<file path="config.mk">
export PLATFORM = sky130hd
export DESIGN_NAME = multi_sphere_renderer
export DESIGN_NICKNAME = d
export VERILOG_FILES = /design/src/rtl/multi_sphere_renderer.sv
export SDC_FILE = /design/constraint.sdc
export NUM_CORES = 2
export LEC_CHECK = 0
export ABC_AREA = 1
export CELL_PAD_IN_SITES_DETAIL_PLACEMENT = 0
export CELL_PAD_IN_SITES_GLOBAL_PLACEMENT = 1
export CORE_MARGIN = 1.5
export CORE_UTILIZATION = 53
export CTS_CLUSTER_SIZE = 20
export DETAILED_ROUTE_END_ITERATION = 12
export GPL_TIMING_DRIVEN = 1
export MAX_ROUTING_LAYER = met4
export PLACE_DENSITY = 0.9
export SETUP_SLACK_MARGIN = 0.5
export SLEW_MARGIN = 20
export SYNTH_ARGS = -nofsm -noshare
export SYNTH_HDL_FRONTEND = slang
export SYNTH_SLANG_ARGS = --single-unit
</file>
<file path="constraint.sdc">
create_clock -name clk -period 11.5 [get_ports clk]
set_input_delay 1.725 -clock clk [delete_from_list [all_inputs] [get_ports clk]]
set_output_delay 1.725 -clock clk [all_outputs]
set_load 0.005 [all_outputs]
</file>
<file path="src/rtl/multi_sphere_renderer.sv">
// rtl/multi_sphere_renderer.sv - N independently bouncing shaded balls rendered per pixel
// Two-stage pipeline: squared distances per ball, then per-ball shade combined by max or saturating sum.
module multi_sphere_renderer #(
  parameter int NUM_BALLS = 4,
  parameter int COORD_W   = 7,
  parameter int SPD_W     = 21,
  parameter int FIELD_W   = 80,
  parameter int FIELD_H   = 60,
  parameter int MARGIN    = 10,
  parameter int RADIUS_SQ = 32,
  parameter int EDGE_SOFT = 128
) (
  input  logic                       clk,
  input  logic                       reset,
  input  logic [COORD_W-1:0]         compr_hrw,
  input  logic [COORD_W-1:0]         compr_vrw,
  input  logic [NUM_BALLS*SPD_W-1:0] top,
  input  logic [NUM_BALLS-1:0]       starth,
  input  logic [NUM_BALLS-1:0]       startv,
  input  logic                       restart,
  input  logic                       pause,
  input  logic                       blend_mode,
  output logic [3:0]                 colorv,
  output logic [NUM_BALLS-1:0]       bounce
);

  localparam int DW = 2 * (COORD_W + 1);
  localparam logic [COORD_W-1:0] LO    = COORD_W'(MARGIN);
  localparam logic [COORD_W-1:0] HI_H  = COORD_W'(FIELD_W - MARGIN);
  localparam logic [COORD_W-1:0] HI_V  = COORD_W'(FIELD_H - MARGIN);
  localparam logic [COORD_W-1:0] MID_V = COORD_W'(FIELD_H / 2);
  localparam logic [DW-1:0] RSQ    = DW'(RADIUS_SQ);
  localparam logic [DW-1:0] CORE_T = DW'(RADIUS_SQ + 16);
  localparam logic [DW-1:0] RING_T = DW'(RADIUS_SQ + EDGE_SOFT);

  logic [COORD_W-1:0] pos_h [NUM_BALLS];
  logic [COORD_W-1:0] pos_v [NUM_BALLS];
  logic [COORD_W-1:0] nxt_pos_h [NUM_BALLS];
  logic [COORD_W-1:0] nxt_pos_v [NUM_BALLS];
  logic [SPD_W-1:0]   cnt [NUM_BALLS];
  logic [NUM_BALLS-1:0] dir_h, dir_v, nxt_dir_h, nxt_dir_v, hit;
  logic [DW-1:0] dist_d [NUM_BALLS];
  logic [DW-1:0] dist_q [NUM_BALLS];
  logic [3:0]    color_d;

  function automatic logic [COORD_W-1:0] home_h(input int i);
    return COORD_W'(MARGIN + 2 + 8 * i);
  endfunction

  function automatic logic [3:0] shade(input logic [DW-1:0] d);
    logic [DW-1:0] q;
    if (d < CORE_T) return 4'd15;
    if (d >= RING_T) return 4'd0;
    q = (d - RSQ) >> 3;
    if (q <= DW'(1)) return 4'd15;
    if (q >= DW'(16)) return 4'd0;
    return 4'(DW'(16) - q);
  endfunction

  // Edge tests use the current position; the step then follows the new direction.
  always_comb begin
    hit       = '0;
    nxt_dir_h = '0;
    nxt_dir_v = '0;
    for (int i = 0; i < NUM_BALLS; i++) begin
      hit[i]       = (cnt[i] == top[i*SPD_W +: SPD_W]);
      nxt_dir_h[i] = (pos_h[i] < LO) ? 1'b1 : (pos_h[i] > HI_H) ? 1'b0 : dir_h[i];
      nxt_dir_v[i] = (pos_v[i] < LO) ? 1'b1 : (pos_v[i] > HI_V) ? 1'b0 : dir_v[i];
      nxt_pos_h[i] = nxt_dir_h[i] ? pos_h[i] + 1'b1 : pos_h[i] - 1'b1;
      nxt_pos_v[i] = nxt_dir_v[i] ? pos_v[i] + 1'b1 : pos_v[i] - 1'b1;
    end
  end

  always_ff @(posedge clk or negedge reset) begin
    if (!reset) begin
      for (int i = 0; i < NUM_BALLS; i++) begin
        pos_h[i] <= home_h(i);
        pos_v[i] <= MID_V;
        dir_h[i] <= (i % 2 == 0);
        dir_v[i] <= ((i / 2) % 2 == 1);
        cnt[i]   <= '0;
      end
      bounce <= '0;
    end else if (restart) begin
      for (int i = 0; i < NUM_BALLS; i++) begin
        pos_h[i] <= home_h(i);
        pos_v[i] <= MID_V;
        cnt[i]   <= '0;
      end
      dir_h  <= starth;
      dir_v  <= startv;
      bounce <= '0;
    end else if (pause) begin
      bounce <= '0;
    end else begin
      for (int i = 0; i < NUM_BALLS; i++) begin
        if (hit[i]) begin
          pos_h[i]  <= nxt_pos_h[i];
          pos_v[i]  <= nxt_pos_v[i];
          dir_h[i]  <= nxt_dir_h[i];
          dir_v[i]  <= nxt_dir_v[i];
          cnt[i]    <= '0;
          bounce[i] <= (nxt_dir_h[i] != dir_h[i]) || (nxt_dir_v[i] != dir_v[i]);
        end else begin
          cnt[i]    <= cnt[i] + 1'b1;
          bounce[i] <= 1'b0;
        end
      end
    end
  end

  // Differences are one bit wider than coordinates so wrap-free signed values square cleanly.
  always_comb begin
    logic signed [DW-1:0] dh, dv;
    for (int i = 0; i < NUM_BALLS; i++) begin
      dh = DW'($signed({1'b0, compr_hrw} - {1'b0, pos_h[i]}));
      dv = DW'($signed({1'b0, compr_vrw} - {1'b0, pos_v[i]}));
      dist_d[i] = dh * dh + dv * dv;
    end
  end

  always_ff @(posedge clk or negedge reset) begin
    if (!reset) begin
      for (int i = 0; i < NUM_BALLS; i++) dist_q[i] <= '0;
    end else begin
      for (int i = 0; i < NUM_BALLS; i++) dist_q[i] <= dist_d[i];
    end
  end

  always_comb begin
    logic [7:0] acc;
    logic [7:0] s;
    acc = '0;
    for (int i = 0; i < NUM_BALLS; i++) begin
      s = {4'd0, shade(dist_q[i])};
      if (blend_mode) acc = acc + s;
      else if (s > acc) acc = s;
    end
    color_d = (acc > 8'd15) ? 4'd15 : acc[3:0];
  end

  always_ff @(posedge clk or negedge reset) begin
    if (!reset) colorv <= '0;
    else        colorv <= color_d;
  end

endmodule

</file>
==> summary.md <==
| Metric | Value |
|---|---|
| Commonest non-fill, non-tap cell in the layout | inv_1 |
| Synth Instances | 3874 |
| Clock root buffer | clkbuf_16 |
| First DRT Iteration DRCs | 1254 |
| Initial antenna violation count | 3 |
| Synthesized flop and latch total | approximately 210 |
| Register area | 0.00524 mm² |
| Buffer levels on the longest clock path | 3 |
| Chip Width | 251 µm |
| Fin nets | 4911 |
| Status | finished clean |
| Worst Hold Class | register to register |
| IO Port Bufs | between 100 and 150 |
| Warnings, synthesis | 0 |
| Dominant cell type by area after synthesis | fa_1 |
| Setup bufs post-CTS | 0 |
| CORE AREA | 0.0606 mm² |
| Fmax | 112 MHz |
| FP Rows | 90 |
| Slew headroom | approximately 32% |
| Clk slew on worst S/H paths | approximately 0.06 ns |
| DRT Pass-1 Iters | 5 |
| Avg WL per Cell | 15.5 µm |
| Residual DRC | 0 |
| I/O Pins | 119 |
| Critical path startpoint category | primary input |
| Remaining Overflow, GRT | 0 |
| Die H | 251 µm |
| Number of H-tree levels | 1 |
| Vias | roughly 25000 |
| Fin Clk Skew | 0.0242 ns |
| Register area share after synthesis | 16.1% |
| Largest cells by area after synthesis | fa_1 (30%), dfrtp_1 (14%), ha_1 (13%) |
| CP max-delay cell | clkdlybuf4s50_1 |
| RD Place Congestion | 0.899 |
| Number of global-route vias before repair | about 25000 |
| Final Hold Fails | 0 |
| CP peak stage delay | between 0.8 and 0.9 ns |
| Hold buffers post-CTS | 0 |
| Count of cells resized by post-cts repair | 0 |
| Worst-Margin Slew | 1.01 ns |
| Final wirelength | 74.5 mm |
| Synth cell types | 58 |
| CTS tree | yes |
| Initial Util | 53.8% |
| Fillers | 5520 |
| Total global-route track usage | 25.2% |
| Syn Area/Cell | 8.42 µm² |
| Post-Syn Area | 0.0326 mm² |
| Most frequent cells in the layout | inv_1 (940), fa_1 (482), nand2_1 (472) |
| Crit end category | register |
| Global-route wire length before repair | 124 mm |
| Asr flop ratio synth | 100% |
| Post-route ant nets | 0 |
| Setup TNS | 0 ns |
| Largest net degree at the start of global routing | 77 |
| Post-synth EDFFs | 0 |
| Post-synth top area share | 29.6% |
| RSZ-0062 raised after global routing | no |
| Final min period | 8.90 ns |
| Dpl cells | 4744 |
| Cell Count, Final, Fillers Out | 4796 |
| # clock sinks | 208 |
| Vias per cell | slightly above 5 |
| Synth Flop Type | dfrtp_1 |
| Worst path required time | ~12 ns |
| Layout Area Growth over Synthesis | 9.13% |
| Slew Viols, Final | 0 |
| Critical Path AT | 9.34 ns |
| Dpl hpwl | 62.4 mm |
| Max cap viols | 0 |
| Die area | ~0.063 mm² |
| Layout cells sized above 1 | ~4% |
| WS Path Type | primary input to register |
| Final period util | 77.4% |
| Syn_nets | approximately 4800 |
| Critical path fanouts, max | 10 |
| CTS Buf Count | 27 |
| Multi-input logic area | 0.0236 mm² |
| Clk_lat worst skew | approximately 0.6 ns |
| # setup viols final | 0 |
-- synthesized netlist by cell type (12+ instances only) --
| library cell | instances |
|---|---|
| ha_1 | 327 |
| dfrtp_1 | 179 |
| nor2_2 | 13 |
| or2_2 | 20 |
| nor4_1 | 12 |
| clkbuf_1 | 16 |
| fa_1 | 482 |
| xor2_1 | 151 |
| a21oi_1 | 163 |
| dfstp_2 | 29 |
| o21ai_0 | 126 |
| nand4_1 | 32 |
| a22oi_1 | 22 |
| inv_1 | 940 |
| o22ai_1 | 20 |
| nor2_1 | 414 |
| nand2_1 | 472 |
| nand3_1 | 134 |
| nor3_1 | 29 |
| inv_2 | 12 |
| xnor2_1 | 134 |
-- area by class of cell --
type | count | share of cell area [%]
multi-input cells | 2675 | 66.3
flip-flops and latches | 208 | 14.7
well taps | 782 | 2.75
clock buffers | 38 | 2.10
repair buffers | 125 | 3.50
inverters | 954 | 10.1
diodes | 2 | 0.0141
clock inverters | 12 | 0.520
-- sequential cells by signal, summed over array words and instances, names as in the netlist --
register	flops
bounce	4
cnt	84
colorv	4
dir_h	4
dir_v	4
dist_q	52
pos_h	28
pos_v	28
-- stage by stage --
stage	hold slack [ns]	instance area (µm²)	setup slack [ns]	utilization [%]
2_1_floorplan	0.462	32600	3.34	-
3_3_place_gp	0.487	34600	2.09	57.2
4_1_cts	0.499	35600	2.59	58.7
5_1_grt	0.515	35600	2.05	58.7
3_5_place_dp	0.489	34600	1.97	57.2
6_report	0.497	35600	2.60	58.7
-- kinds of logic (layout without fill, tap and decap cells) --
| logic type | after synthesis | count (layout) | synth area share (%) |
|---|---|---|---|
| AO/OA/AOI/OAI | 399 | 399 | 6.95 |
| XOR/XNOR | 285 | 285 | 7.66 |
| AND/OR/NAND/NOR | 1182 | 1182 | 15.6 |
| flip-flops | 208 | 208 | 16.1 |
| other | 0 | 2 | 0 |
| buffers and inverters | 991 | 1129 | 11.6 |
| adder cells (fa/ha/maj) | 809 | 809 | 42.1 |
-- metal layers --
metal | vias up | GRT usage, % | wire [µm]
met5 | - | - | 0
met4 | 0 | 6.23 | 1950
met3 | 101 | 2.57 | 3080
met2 | 461 | 42.1 | 36400
met1 | 12000 | 33.2 | 33100
li1 | 12000 | - | -
-- final timing paths --
kind	from	end	slack, ns	depth (start not counted)
worst max-delay path	compr_vrw[1]	dist_q[47]	2.60	31
worst min-delay path	dir_v[3]	dir_v[3]	0.50	2
worst max register to register	pos_v[16]	dist_q[47]	3.90	31
worst min register to register	dir_v[3]	dir_v[3]	0.50	2
max in group asynchronous	reset	pos_h[14]	8.62	3
min in group asynchronous	reset	dist_q[59]	1.06	1
-- critical path: cells and delay by family --
family / cells / cell delay (ns)
compound gates: 5 / 1.09
xor+xnor: 1 / 0.16
fa+ha+maj: 8 / 3.81
buf+inv: 7 / 1.55
simple gates: 10 / 0.97
Power is not shown: default switching activity piles up to over one toggle a cycle in this logic, so the estimate is an artifact.
